[src/rtl/serial_pkg.sv]
// Framing constants shared by the serial transmitter and receiver, plus the
// receiver state encoding.
package serial_pkg;

    localparam logic [15:0] SOF_WORD   = 16'h5A5A;
    localparam logic [15:0] EOF_WORD   = 16'h0F0F;
    localparam int          SOF_REPEAT = 2;
    localparam int          EOF_REPEAT = 5;

    localparam logic [31:0] SOF_PATTERN = {SOF_WORD, SOF_WORD};
    localparam logic [31:0] EOF_PATTERN = {EOF_WORD, EOF_WORD};

    // Wide enough to count the 48 trailing EOF bits checked after EOF detection.
    localparam int                CNT_W      = 6;
    localparam logic [CNT_W-1:0]  CNT_ZERO   = 6'd0;
    localparam logic [CNT_W-1:0]  CNT_ONE    = 6'd1;
    localparam logic [CNT_W-1:0]  WORD_LAST  = 6'd31;
    localparam logic [CNT_W-1:0]  DRAIN_LAST = CNT_W'((EOF_REPEAT - 2) * 16 - 1);

    typedef enum logic [1:0] {
        ST_HUNT  = 2'd0,
        ST_DATA  = 2'd1,
        ST_DRAIN = 2'd2
    } rx_state_t;

    // Expected line bit at position pos (MSB-first) within one EOF unit.
    function automatic logic eof_bit(input logic [3:0] pos);
        logic [15:0] pat;
        pat = EOF_WORD;
        return pat[4'd15 - pos];
    endfunction

endpackage

[src/rtl/sipo_reg.sv]
// 32-bit serial-in/parallel-out shift register; newest bit enters at bit 0.
module sipo_reg (
    input  logic        clk,
    input  logic        rst_n,
    input  logic        din,
    output logic [31:0] q
);

    // Shift one bit in every clock.
    always_ff @(posedge clk or negedge rst_n) begin
        if (!rst_n) begin
            q <= 32'h0000_0000;
        end else begin
            q <= {q[30:0], din};
        end
    end

endmodule

[src/rtl/serial_rx.sv]
// Framed serial receiver: hunts for SOF, emits one FIFO write per data word
// and checks the EOF tail. Define SERIAL_RX_SYNC_EN to add a 2-flop input synchronizer.
module serial_rx
    import serial_pkg::*;
#(
    parameter int DSIZE = 32
) (
    input  logic           wclk,
    input  logic           wrst_n,
    input  logic           s_in,
    input  logic           wfull,
    output logic [DSIZE:0] wdata,
    output logic           winc,
    output logic           frame_err,
    output logic           ovf
);

    logic             bit_s;
    logic [31:0]      sr_r;
    logic [31:0]      sr_next_s;
    logic [DSIZE-1:0] word_s;
    logic             sof_s;
    logic             is_eof_s;
    logic             wr_req_s;
    logic             wr_last_s;
    logic             sr_top_unused_s;

    rx_state_t        state_r;
    logic [CNT_W-1:0] cnt_r;
    logic [DSIZE-1:0] pending_r;
    logic             pending_v_r;

`ifdef SERIAL_RX_SYNC_EN
    logic [1:0] sync_r;

    // Two-flop synchronizer for an asynchronous line.
    always_ff @(posedge wclk or negedge wrst_n) begin
        if (!wrst_n) begin
            sync_r <= 2'b00;
        end else begin
            sync_r <= {sync_r[0], s_in};
        end
    end

    assign bit_s = sync_r[1];
`else
    assign bit_s = s_in;
`endif

    sipo_reg u_sipo (
        .clk   (wclk),
        .rst_n (wrst_n),
        .din   (bit_s),
        .q     (sr_r)
    );

    // The oldest bit drops out of the window once the new bit is appended.
    assign sr_top_unused_s = sr_r[31];

    // Decisions use the shift value including the bit sampled at this edge.
    always_comb begin
        sr_next_s = {sr_r[30:0], bit_s};
        word_s    = {sr_next_s[15:0], sr_next_s[31:16]};
        sof_s     = (state_r == ST_HUNT) && (sr_next_s == SOF_PATTERN);
        is_eof_s  = (word_s == EOF_PATTERN);
        if ((state_r == ST_DATA) && (cnt_r == WORD_LAST) && pending_v_r) begin
            wr_req_s  = 1'b1;
            wr_last_s = is_eof_s;
        end else begin
            wr_req_s  = 1'b0;
            wr_last_s = 1'b0;
        end
    end

    // Frame FSM with registered write, error and overflow outputs.
    always_ff @(posedge wclk or negedge wrst_n) begin
        if (!wrst_n) begin
            state_r     <= ST_HUNT;
            cnt_r       <= CNT_ZERO;
            pending_r   <= {DSIZE{1'b0}};
            pending_v_r <= 1'b0;
            wdata       <= {(DSIZE + 1){1'b0}};
            winc        <= 1'b0;
            frame_err   <= 1'b0;
            ovf         <= 1'b0;
        end else begin
            frame_err <= 1'b0;

            if (wr_req_s && !wfull) begin
                wdata <= {wr_last_s, pending_r};
                winc  <= 1'b1;
            end else begin
                winc  <= 1'b0;
            end

            if (wr_req_s && wfull) begin
                ovf <= 1'b1;
            end else if (sof_s) begin
                ovf <= 1'b0;
            end else begin
                ovf <= ovf;
            end

            case (state_r)
                ST_HUNT: begin
                    cnt_r <= CNT_ZERO;
                    if (sof_s) begin
                        state_r     <= ST_DATA;
                        pending_v_r <= 1'b0;
                    end else begin
                        state_r     <= ST_HUNT;
                    end
                end
                ST_DATA: begin
                    if (cnt_r == WORD_LAST) begin
                        cnt_r <= CNT_ZERO;
                        if (is_eof_s) begin
                            // EOF with nothing pending means an empty frame.
                            frame_err   <= ~pending_v_r;
                            pending_v_r <= 1'b0;
                            state_r     <= ST_DRAIN;
                        end else begin
                            pending_r   <= word_s;
                            pending_v_r <= 1'b1;
                        end
                    end else begin
                        cnt_r <= cnt_r + CNT_ONE;
                    end
                end
                ST_DRAIN: begin
                    if (bit_s != eof_bit(cnt_r[3:0])) begin
                        frame_err <= 1'b1;
                        state_r   <= ST_HUNT;
                        cnt_r     <= CNT_ZERO;
                    end else if (cnt_r == DRAIN_LAST) begin
                        state_r   <= ST_HUNT;
                        cnt_r     <= CNT_ZERO;
                    end else begin
                        cnt_r     <= cnt_r + CNT_ONE;
                    end
                end
                default: begin
                    state_r <= ST_HUNT;
                    cnt_r   <= CNT_ZERO;
                end
            endcase
        end
    end

endmodule

[config.mk]
export PLATFORM = sky130hd
export DESIGN_NAME = serial_rx
export DESIGN_NICKNAME = d
export VERILOG_FILES = /design/src/rtl/serial_pkg.sv /design/src/rtl/sipo_reg.sv /design/src/rtl/serial_rx.sv
export SDC_FILE = /design/constraint.sdc
export NUM_CORES = 1
export LEC_CHECK = 0
export CORE_ASPECT_RATIO = 0.5
export CORE_MARGIN = 2
export CORE_UTILIZATION = 51
export CTS_CLUSTER_SIZE = 25
export DETAILED_ROUTE_END_ITERATION = 12
export DONT_BUFFER_PORTS = 1
export PLACE_DENSITY_LB_ADDON = 0.2
export REMOVE_ABC_BUFFERS = 1
export SYNTH_ARGS = -nofsm -noshare
export SYNTH_HDL_FRONTEND = slang
export SYNTH_SLANG_ARGS = --single-unit
[constraint.sdc]
create_clock -name wclk -period 2.8 [get_ports wclk]
set_input_delay 0 -clock wclk [delete_from_list [all_inputs] [get_ports wclk]]
set_output_delay 0 -clock wclk [all_outputs]
set_load 0.05 [all_outputs]
==> metrics, run 1 <==
Tot Pwr=2770 uW; number of global-route vias before repair=2105; Worst Hold Class=input port to flip-flop; count leader, synth=dfrtp_1; Worst Setup End Kind=flip-flop; largest net degree at the start of global routing=109; Post-Synth XOR/XNOR Area=0.841%; Final Non-Filler Cells=379; Post-Route WL=6940 um; pre-CTS WS=between 0.5 and 0.6 ns; Async S/R FF share, synth=100%; flop-to-flop setup slack=0.51 ns; Final period util=81.9%; syn avg cell area=16.5 um^2; RSZ-0062 raised after global routing=no; R2R depth=6; Yosys top cell area share=64.8%; FF-to-FF End=pending_r[18]; clk root buf=clkbuf_16; fmax=0.436 GHz; Final WS setup=just over 0.5 ns; GPL Wtd Cong=0.749; final hold violations=0; die area=roughly 9000 um^2; Worst Tran Pin Value=0.743 ns; delay-heaviest family, CP=simple AND/OR/NAND/NOR gates; status=finished clean; Leak=about 0.0022 uW; YS warnings=0; Max Cap Viol=0; cells along the critical path=and4bb_2 -> nand4_1 -> or3_1 -> nand2_4 -> buf_4 -> mux2_4; initial antenna violation count=0; clock sinks=108; Netlist cell types=42; worst hold path endpoint=cnt_r[2]; Num CTS Buffers=9; core area=7970 um^2; CTS tree=done; area leader, netlist=dfrtp_1; Longest Clk Path Bufs=2; Hold Startpoint=s_in; critical path arrival=around 2.5 ns; synthesized area=between 4000 and 5000 um^2; Starting DRT DRC Count=between 80 and 90; mux cell area share after synthesis=20.1%; Post-synth EDFFs=0; clk_lat worst skew=around 0.34 ns; Total Nets Final=271; slew margin rel.=about half; I/O pin count=40; share of cells above drive strength 1=30.0%; top post-synthesis cells by count=dfrtp_1, mux2_2, mux2_4, inv_1, nor2_1; clock-pin transition on the worst setup and hold timing paths=approximately 0.060 ns; Initial Utilization=a little over half; Adder-Cell Fraction of Synth Area=under 10%; dpl cells=360; Crit-path slowest cell=or3_1; Final setup violation count=0; Area contributors post-synth=dfrtp_1, mux2_4, mux2_2; skew final=between 0.006 and 0.007 ns; Syn Inst Count=around 250; simple-gate share of the synthesized area=7.30%; post-synthesis register bit count=about 110; Wirelength per Cell=18.3 um; Setup CP Type=flip-flop to flip-flop; area post-placement=roughly 4300 um^2; Port Buf Inserts=0; min cycle time layout=2.29 ns; Layout area overhead=9.43%; ys flop type=dfrtp_1; pwr dens=~610 nW/um^2; sequential fraction of the synthesis area=64.8%; CP max stage delay=0.52 ns; vias per inst=5.40; max-slew violations=0; global-route wire length before repair=11500 um; Peak supply drop=466 uV; Die Height=67.9 um; worst path required time=just over 3 ns; final setup TNS=0 ns; Cell Rows=23; largest family of logic cells by synthesized area=multiplexers; drt pass-1 iters=4; Hold Path Stages=4; Remaining DRCs=0; Post-DRT Antenna Nets=0; finished layout cell area=4560 um^2; R2R Path Start=u_sipo.q[22]; CP Buf/Inv Count=1; critical path fanouts, max=12; Die Wd=around 130 um; H-tree depth=3; Ant. Diodes=0; grt total ovfl=0; Worst setup SP type=flip-flop; placed wire-length estimate=4480 um; post-synthesis compound-gate area fraction=2.34%; detailed-route via count=a little over 2000; GRT Total Usage=17.1%
## cells in the final DEF, fill, tap and decap left out, types with 2 or more instances in the layout
| cell type | count |
|---|---|
| a21oi_1 | 3 |
| and4bb_1 | 3 |
| and4bb_2 | 2 |
| buf_12 | 2 |
| clkbuf_1 | 4 |
| clkbuf_16 | 9 |
| dfrtp_1 | 108 |
| dlygate4sd3_1 | 3 |
| ha_1 | 4 |
| inv_1 | 10 |
| mux2_1 | 8 |
| mux2_2 | 28 |
| mux2_4 | 28 |
| nand2_1 | 4 |
| nand3_1 | 2 |
| nand4_1 | 3 |
| nor2_1 | 9 |
| nor4bb_1 | 3 |
| o22ai_1 | 2 |
| o32ai_1 | 2 |
| xnor2_1 | 3 |
## registers in the layout, summed over array words and instances, names as in the netlist
| signal | count |
|---|---|
| frame_err | 1 |
| ovf | 1 |
| cnt_r | 6 |
| wdata | 33 |
| pending_r | 32 |
| pending_v_r | 1 |
| winc | 1 |
| state_r | 2 |
| u_sipo.q | 31 |
## repair_timing
| item | in CTS | in global routing |
|---|---|---|
| hold buffers | 4 | 0 |
| resized for setup | 0 | 0 |
| buffers inserted | 0 | 0 |
| endpoints found under the hold margin | 113 | 0 |
## metal layers
layer  share of wire, %  vias up  global-route usage, %  wire (um)
met2                 44       33                   26.3       3080
met5                  0        -                      0          0
met3                3.7        7                   5.48        255
met1                 51     1090                   23.4       3520
met4                1.3        0                   6.11         90
li1                   -      917                      -          -
## per-stage QoR
stage                     hold slack, ns  util, %
final                             0.0206     57.2
after detailed placement          -0.293     53.3
after global placement            -0.294     53.3
after CTS                        0.00142     57.2
after global routing              0.0471     57.2
after floorplan                   -0.296        -
## worst max-delay path by stage
stage	endpoint	cells after the start	startpoint
5_1_grt	pending_r[24]	6	u_sipo.q[3]
6_report	pending_r[18]	6	u_sipo.q[22]
3_5_place_dp	pending_r[18]	6	u_sipo.q[22]
2_1_floorplan	wdata[10]	7	state_r[1]
4_1_cts	pending_r[18]	6	u_sipo.q[22]
3_3_place_gp	pending_r[17]	6	u_sipo.q[28]
## power by group
| group | total (uW) | switching, uW | internal [uW] |
|---|---|---|---|
| registers | 1610 | 26.4 | 1580 |
| logic | 48.9 | 34.2 | 14.7 |
| clock network | 1110 | 508 | 598 |
## worst register-to-register path: stages, from the launching register on
cell      delay [ns]
dfrtp_1         0.39
and4bb_2        0.31
nand4_1         0.11
or3_1           0.52
nand2_4         0.25
buf_4           0.27
mux2_4          0.32
## cells by family after synthesis
kind of cell / after synthesis
simple gates: 41
mux: 65
flops: 108
fa+ha+maj: 4
compound gates: 13
buf+inv: 17
xor+xnor: 4
## layout make-up
class | instances | area, um^2
timing repair buffer | 7 | 105
clock buffer | 13 | 240
tap | 112 | 140
multi-input combinational | 127 | 1320
fill | 626 | 3410
inverter | 10 | 37.5
sequential | 108 | 2700
clock inverter | 2 | 12.5
No activity file was read; power rests on OpenSTA's default activity.
==> run 2, diff against run 1 <==
==> constraint.sdc (replaced) <==
create_clock -name wclk -period 2 [get_ports wclk]
set_input_delay 0 -clock wclk [delete_from_list [all_inputs] [get_ports wclk]]
set_output_delay 0 -clock wclk [all_outputs]
set_load 0.05 [all_outputs]
==> metrics, run 2 (synthesized netlist as in run 1, its figures left out) <==
status=finished with violations (was finished clean); failing checks=negative hold slack, negative setup slack; vias per inst=5.15 (was 5.40); number of global-route vias before repair=2161 (was 2105); Setup CP Type=flip-flop to flip-flop (unchanged); Worst Tran Pin Value=0.494 ns (was 0.743 ns); skew final=0.00587 ns (was 0.00624 ns); Die Height=67.9 um (unchanged); number of flip-flops under the largest register name=33 (unchanged); RSZ-0062 raised after global routing=yes (was no); Initial Utilization=52.3% (unchanged); Post-Route WL=7450 um (was 6940 um); Remaining DRCs=0 (unchanged); Port Buf Inserts=0 (unchanged); clock-pin transition on the worst setup and hold timing paths=0.07 ns (was 0.06 ns); max-slew violations=0 (unchanged); Peak supply drop=424 uV (was 466 uV); die area=8950 um^2 (unchanged); most common cell after layout, fill and taps aside=dfrtp_1 (unchanged); Worst setup SP type=flip-flop (unchanged); global-route wire length before repair=11500 um (about the same); FF-to-FF End=wdata[7] (was pending_r[18]); Cell Rows=23 (unchanged); Reg with most FFs=wdata (unchanged); CTS Hold Bufs=2 (was 4); detailed-route via count=2127 (was 2047); largest registers=wdata: 33 flops, pending_r: 32 flops, u_sipo.q: 31 flops (unchanged); Final WS setup=-0.00652 ns (was 0.508 ns); critical path arrival=2.24 ns (was 2.51 ns); Num CTS Buffers=9 (unchanged); R2R Path Start=cnt_r[0] (was u_sipo.q[22]); cells along the critical path=ha_4 -> nand3_4 -> nor4b_4 -> nand2_2 -> nor2_4 -> buf_12 -> mux2_2 (was and4bb_2 -> nand4_1 -> or3_1 -> nand2_4 -> buf_4 -> mux2_4); Final period util=100% (was 81.9%); Crit-path slowest cell=dfrtp_1 (was or3_1); Total Nets Final=304 (was 271); largest net degree at the start of global routing=109 (unchanged); clock sinks=108 (unchanged); initial antenna violation count=0 (unchanged); flop-to-flop setup slack=-0.007 ns (was 0.51 ns); Layout area overhead=20.9% (was 9.43%); hold_ws=-0.657 ns (was 0.0206 ns); commonest non-fill, non-tap cells in the layout=dfrtp_1, mux2_4, buf_4, mux2_2, clkbuf_16 (was dfrtp_1, mux2_2, mux2_4, inv_1); clk_lat worst skew=0.34 ns (about the same); GRT Total Usage=17.4% (was 17.1%); GPL Wtd Cong=0.780 (was 0.749); worst path required time=2.23 ns (was 3.02 ns); final hold violations=108 (was 0); Leak=0.00247 uW (was 0.00224 uW); Post-DRT Antenna Nets=0 (unchanged); core area=7970 um^2 (unchanged); Max Cap Viol=0 (unchanged); Filler cells=593 (was 626); H-tree depth=3 (unchanged); Starting DRT DRC Count=131 (was 85); drt pass-1 iters=4 (unchanged); Worst Setup End Kind=flip-flop (unchanged); grt total ovfl=0 (unchanged); Ant. Diodes=0 (unchanged); share of cells above drive strength 1=43.2% (was 30.0%); placed wire-length estimate=4670 um (was 4480 um); CP max stage delay=0.41 ns (was 0.52 ns); Final setup violation count=15 (was 0); final setup TNS=-0.0460 ns (was 0 ns); Longest Clk Path Bufs=2 (unchanged); utilization after layout=63.2% (was 57.2%); CTS tree=done (unchanged); Worst Hold Class=input port to async pin (was input port to flip-flop); pwr dens=824 nW/um^2 (was 606 nW/um^2); I/O pin count=40 (unchanged); R2R depth=7 (was 6); fmax=0.498 GHz (was 0.436 GHz); Wirelength per Cell=18.0 um (was 18.3 um); slew margin rel.=67.0% (was 50.0%); critical path fanouts, max=17 (was 12); clk root buf=clkbuf_16 (unchanged); min cycle time layout=2.01 ns (was 2.29 ns); Die Wd=132 um (unchanged)
==> run 2: cell types whose count changed in the layout (fill, tap and decap cells not counted), moves of 2 or more <==
cell,before,now
buf_4,1,31
mux2_4,28,45
mux2_2,28,16
mux2_1,8,3
clkbuf_1,4,0
buf_12,2,5
clkbuf_8,0,3
clkinv_4,0,3
ha_1,4,2
ha_4,0,2
inv_1,10,8
inv_2,0,2
==> run 2: worst max path at each step <==
stage                  from          to  slack, ns  cells past startpoint
3_3_place_gp   u_sipo.q[30]  state_r[0]     -0.008                      6
3_5_place_dp   u_sipo.q[30]  state_r[0]      -0.04                      6
2_1_floorplan    state_r[1]   wdata[10]      -0.28                      7
4_1_cts            cnt_r[0]   wdata[28]    -0.0006                      7
6_report           cnt_r[0]    wdata[7]     -0.007                      7
5_1_grt            cnt_r[0]    wdata[6]      -0.08                      7
==> run 2: area by class of cell <==
class / count / area (um^2) / area share, %
Sequential cell: 108 / 2700 / 53.6
Multi-Input combinational cell: 127 / 1450 / 28.7
Timing Repair Buffer: 40 / 389 / 7.72
Clock buffer: 12 / 267 / 5.29
Tap cell: 112 / 140 / 2.78
Clock inverter: 4 / 56.3 / 1.12
Inverter: 10 / 37.5 / 0.745
==> run 2: power breakdown <==
part           internal (uW)  switching (uW)  leakage [uW]  total (uW)
registers               2220            28.1       0.00142        2240
logic                   37.5            22.2      0.000891        59.7
clock network           1080             769      0.000159        1850
total                   3330             819       0.00247        4150
==> run 2: timing repair <==
action	in CTS	in global routing
hold endpoints to repair	114	108
cloned	0	1
buffers inserted	0	5
pin swaps	5	2
setup endpoints to repair	61	62
gates resized for setup	6	23
==> run 2: layer usage <==
| metal | up-vias | wire length [um] | track usage, % |
|---|---|---|---|
| met3 | 12 | 325 | 6.22 |
| met4 | 0 | 134 | 8.70 |
| met5 | - | 0 | 0 |
| met2 | 40 | 3260 | 25.1 |
| met1 | 1093 | 3740 | 23.7 |
| li1 | 982 | - | - |
==> run 2: per-stage QoR <==
| step | hold slack (ns) | total power (uW) | instance area [um^2] | instances | setup slack [ns] |
|---|---|---|---|---|---|
| 2_1_floorplan | -0.296 | 2290 | 4060 | 245 | -0.284 |
| 3_3_place_gp | -0.294 | 2340 | 4510 | 389 | -0.00842 |
| 3_5_place_dp | -0.293 | 2340 | 4510 | 389 | -0.0415 |
| 4_1_cts | -0.675 | 4210 | 4870 | 407 | -0.000583 |
| 5_1_grt | -0.677 | 4290 | 5040 | 413 | -0.0850 |
| 6_report | -0.657 | 4150 | 5040 | 413 | -0.00652 |
==> run 2: critical path: cells and delay by family, from the launching register on <==
kind                     cells  cell delay, ns
multiplexers                 1            0.34
adder cells (fa/ha/maj)      1            0.17
buffers and inverters        1            0.19
flip-flops                   1            0.41
AND/OR/NAND/NOR              4            0.79
==> run 3, diff against run 2 <==
==> constraint.sdc (replaced) <==
create_clock -name wclk -period 1.88 [get_ports wclk]
set_input_delay 0 -clock wclk [delete_from_list [all_inputs] [get_ports wclk]]
set_output_delay 0 -clock wclk [all_outputs]
set_load 0.05 [all_outputs]
==> metrics, run 3 (synthesized netlist as in run 1, its figures left out) <==
top sig layer=met4 (unchanged); min cycle time layout=1.98 ns (was 2.01 ns); I/O pin count=40 (unchanged); Layout area overhead=30.2% (was 20.9%); Post-DRT Antenna Nets=0 (unchanged); RSZ-0062 raised after global routing=yes (unchanged); hold_ws=-0.656 ns (was -0.657 ns); clk_lat worst skew=0.35 ns (was 0.34 ns); pwr dens=839 nW/um^2 (was 824 nW/um^2); switch share=18.9% (was 19.7%); Max Cap Viol=0 (unchanged); pre-CTS WS=-0.172 ns (was -0.0415 ns); failing checks=negative hold slack, negative setup slack (unchanged); Final setup violation count=65 (was 15); Starting DRT DRC Count=136 (was 131); R2R depth=6 (was 7); Ant. Diodes=0 (unchanged); H-tree depth=3 (unchanged); Die Wd=132 um (unchanged); CTS tree=done (unchanged); Initial Utilization=52.3% (unchanged); Worst Setup End Kind=flip-flop (unchanged); Longest Clk Path Bufs=2 (unchanged); Peak supply drop=520 uV (was 424 uV); utilization after layout=68.1% (was 63.2%); GRT Total Usage=19.9% (was 17.4%); die area=8950 um^2 (unchanged); status=finished with violations (unchanged); share of total power in the clock network=45.8% (was 44.5%); number of global-route vias before repair=2350 (was 2161); share of cells above drive strength 1=49.2% (was 43.2%); vias per inst=5.18 (was 5.15); drt pass-1 iters=4 (unchanged); clk root buf=clkbuf_16 (unchanged); Final WS setup=-0.101 ns (was -0.00652 ns); Sw Pwr=860 uW (was 819 uW); global-route wire length before repair=13100 um (was 11500 um); GPL Wtd Cong=0.757 (was 0.780); grt total ovfl=0 (unchanged); Die Height=67.9 um (unchanged); critical path fanouts, max=9 (was 17); critical path arrival=2.21 ns (was 2.24 ns); Cell Rows=23 (unchanged); FF-to-FF End=pending_r[21] (was wdata[7]); Setup CP Type=flip-flop to flip-flop (unchanged); clock sinks=108 (unchanged); Tot Pwr=4560 uW (was 4150 uW); number of flip-flops under the largest register name=33 (unchanged); largest registers=wdata: 33 flops, pending_r: 32 flops, u_sipo.q: 31 flops (unchanged); Remaining DRCs=0 (unchanged); metal2 WL=3640 um (was 3260 um); share of total power in combinational logic=1.9% (was 1.4%); core area=7970 um^2 (unchanged); R2R Path Start=u_sipo.q[5] (was cnt_r[0]); CTS Hold Bufs=2 (unchanged); skew final=0.00536 ns (was 0.00587 ns); sequential power share=52.3% (was 54.0%); metal3 WL=349 um (was 325 um); Total Nets Final=328 (was 304); Post-Route WL=8210 um (was 7450 um); Final period util=105% (was 100%); Leak=0.00265 uW (was 0.00247 uW); crit path launch=u_sipo.q[5] (was cnt_r[0]); clock-pin transition on the worst setup and hold timing paths=0.07 ns (about the same); Reg with most FFs=wdata (unchanged); Worst Hold Class=input port to async pin (unchanged); flop-to-flop setup slack=-0.10 ns (was -0.007 ns); slew margin rel.=66.7% (was 67.0%); Num CTS Buffers=9 (unchanged); final hold violations=108 (unchanged); Worst setup SP type=flip-flop (unchanged); worst path required time=2.11 ns (was 2.23 ns); commonest non-fill, non-tap cells in the layout=dfrtp_1, mux2_4, buf_4, clkbuf_16, nor2_1 (was dfrtp_1, mux2_4, buf_4, mux2_2, clkbuf_16); fmax=0.505 GHz (was 0.498 GHz); Port Buf Inserts=0 (unchanged); initial antenna violation count=0 (unchanged); Wirelength per Cell=18.9 um (was 18.0 um); Worst Tran Pin Value=0.499 ns (was 0.494 ns); placed wire-length estimate=4830 um (was 4670 um); DRT met1 WL=4080 um (was 3740 um); Worst Setup EP=pending_r[21] (was wdata[7]); Int Pwr=3690 uW (was 3330 uW); most common cell after layout, fill and taps aside=dfrtp_1 (unchanged); detailed-route via count=2254 (was 2127); max-slew violations=0 (unchanged); final setup TNS=-5.18 ns (was -0.0460 ns); largest net degree at the start of global routing=109 (unchanged)
## run 3: changes by cell type in the layout (fill, tap and decap cells not counted), moves of 3 or more
cell	previous run	this run
buf_4	31	48
mux2_4	45	64
clkbuf_8	3	0
clkinv_4	3	0
mux2_2	16	0
buf_6	1	4
mux2_1	3	0
## run 3: layout make-up
cell class	count	area, um^2
sequential	108	2700
fill	522	2540
multi-input combinational	127	1570
timing repair buffer	64	646
clock buffer	9	225
tap	112	140
clock inverter	5	103
inverter	10	40.0
## run 3: worst min-delay path by stage
stage	cells past startpoint	from	endpoint	slack [ns]
floorplan	0	wrst_n	cnt_r[0]	-0.30
global placement	0	wrst_n	winc	-0.29
detailed placement	0	wrst_n	winc	-0.29
CTS	0	wrst_n	pending_r[7]	-0.67
global route	0	wrst_n	winc	-0.68
finish	0	wrst_n	winc	-0.66
## run 3: metrics by stage
| stage | std cells | area, um^2 |
|---|---|---|
| after global routing | 435 | 5430 |
| after detailed placement | 405 | 4600 |
| after floorplan | 245 | 4060 |
| final | 435 | 5430 |
| after CTS | 434 | 5380 |
| after global placement | 405 | 4600 |
## run 3: power groups by stage
stage | clock network, uW | logic, uW | registers [uW]
global route | 2230 | 91.7 | 2380
floorplan | 0 | 14.4 | 2430
CTS | 2130 | 85.6 | 2380
detailed placement | 0 | 77.5 | 2430
global placement | 0 | 77.5 | 2420
finish | 2090 | 85.9 | 2380
## run 3: repair_timing
| action | CTS | global route |
|---|---|---|
| setup endpoints to repair | 65 | 69 |
| setup buffers | 11 | 3 |
| gates cloned | 3 | 1 |
| gates resized for setup | 64 | 6 |
| endpoints found under the hold margin | 113 | 108 |
| pin swaps | 13 | 4 |
## run 3: per-layer routing
metal / global-route usage [%] / up-vias
met3: 6.37 / 11
li1: - / 1021
met4: 8.15 / 0
met5: 0 / -
met1: 27.8 / 1183
met2: 29.3 / 39
## run 3: critical path, cell delays in order (launching register included)
cell      delay (ns)
dfrtp_1         0.39
nor4bb_2        0.31
nand4_1         0.13
or3_4           0.44
nand2_8         0.14
buf_12          0.15
mux2_4          0.30
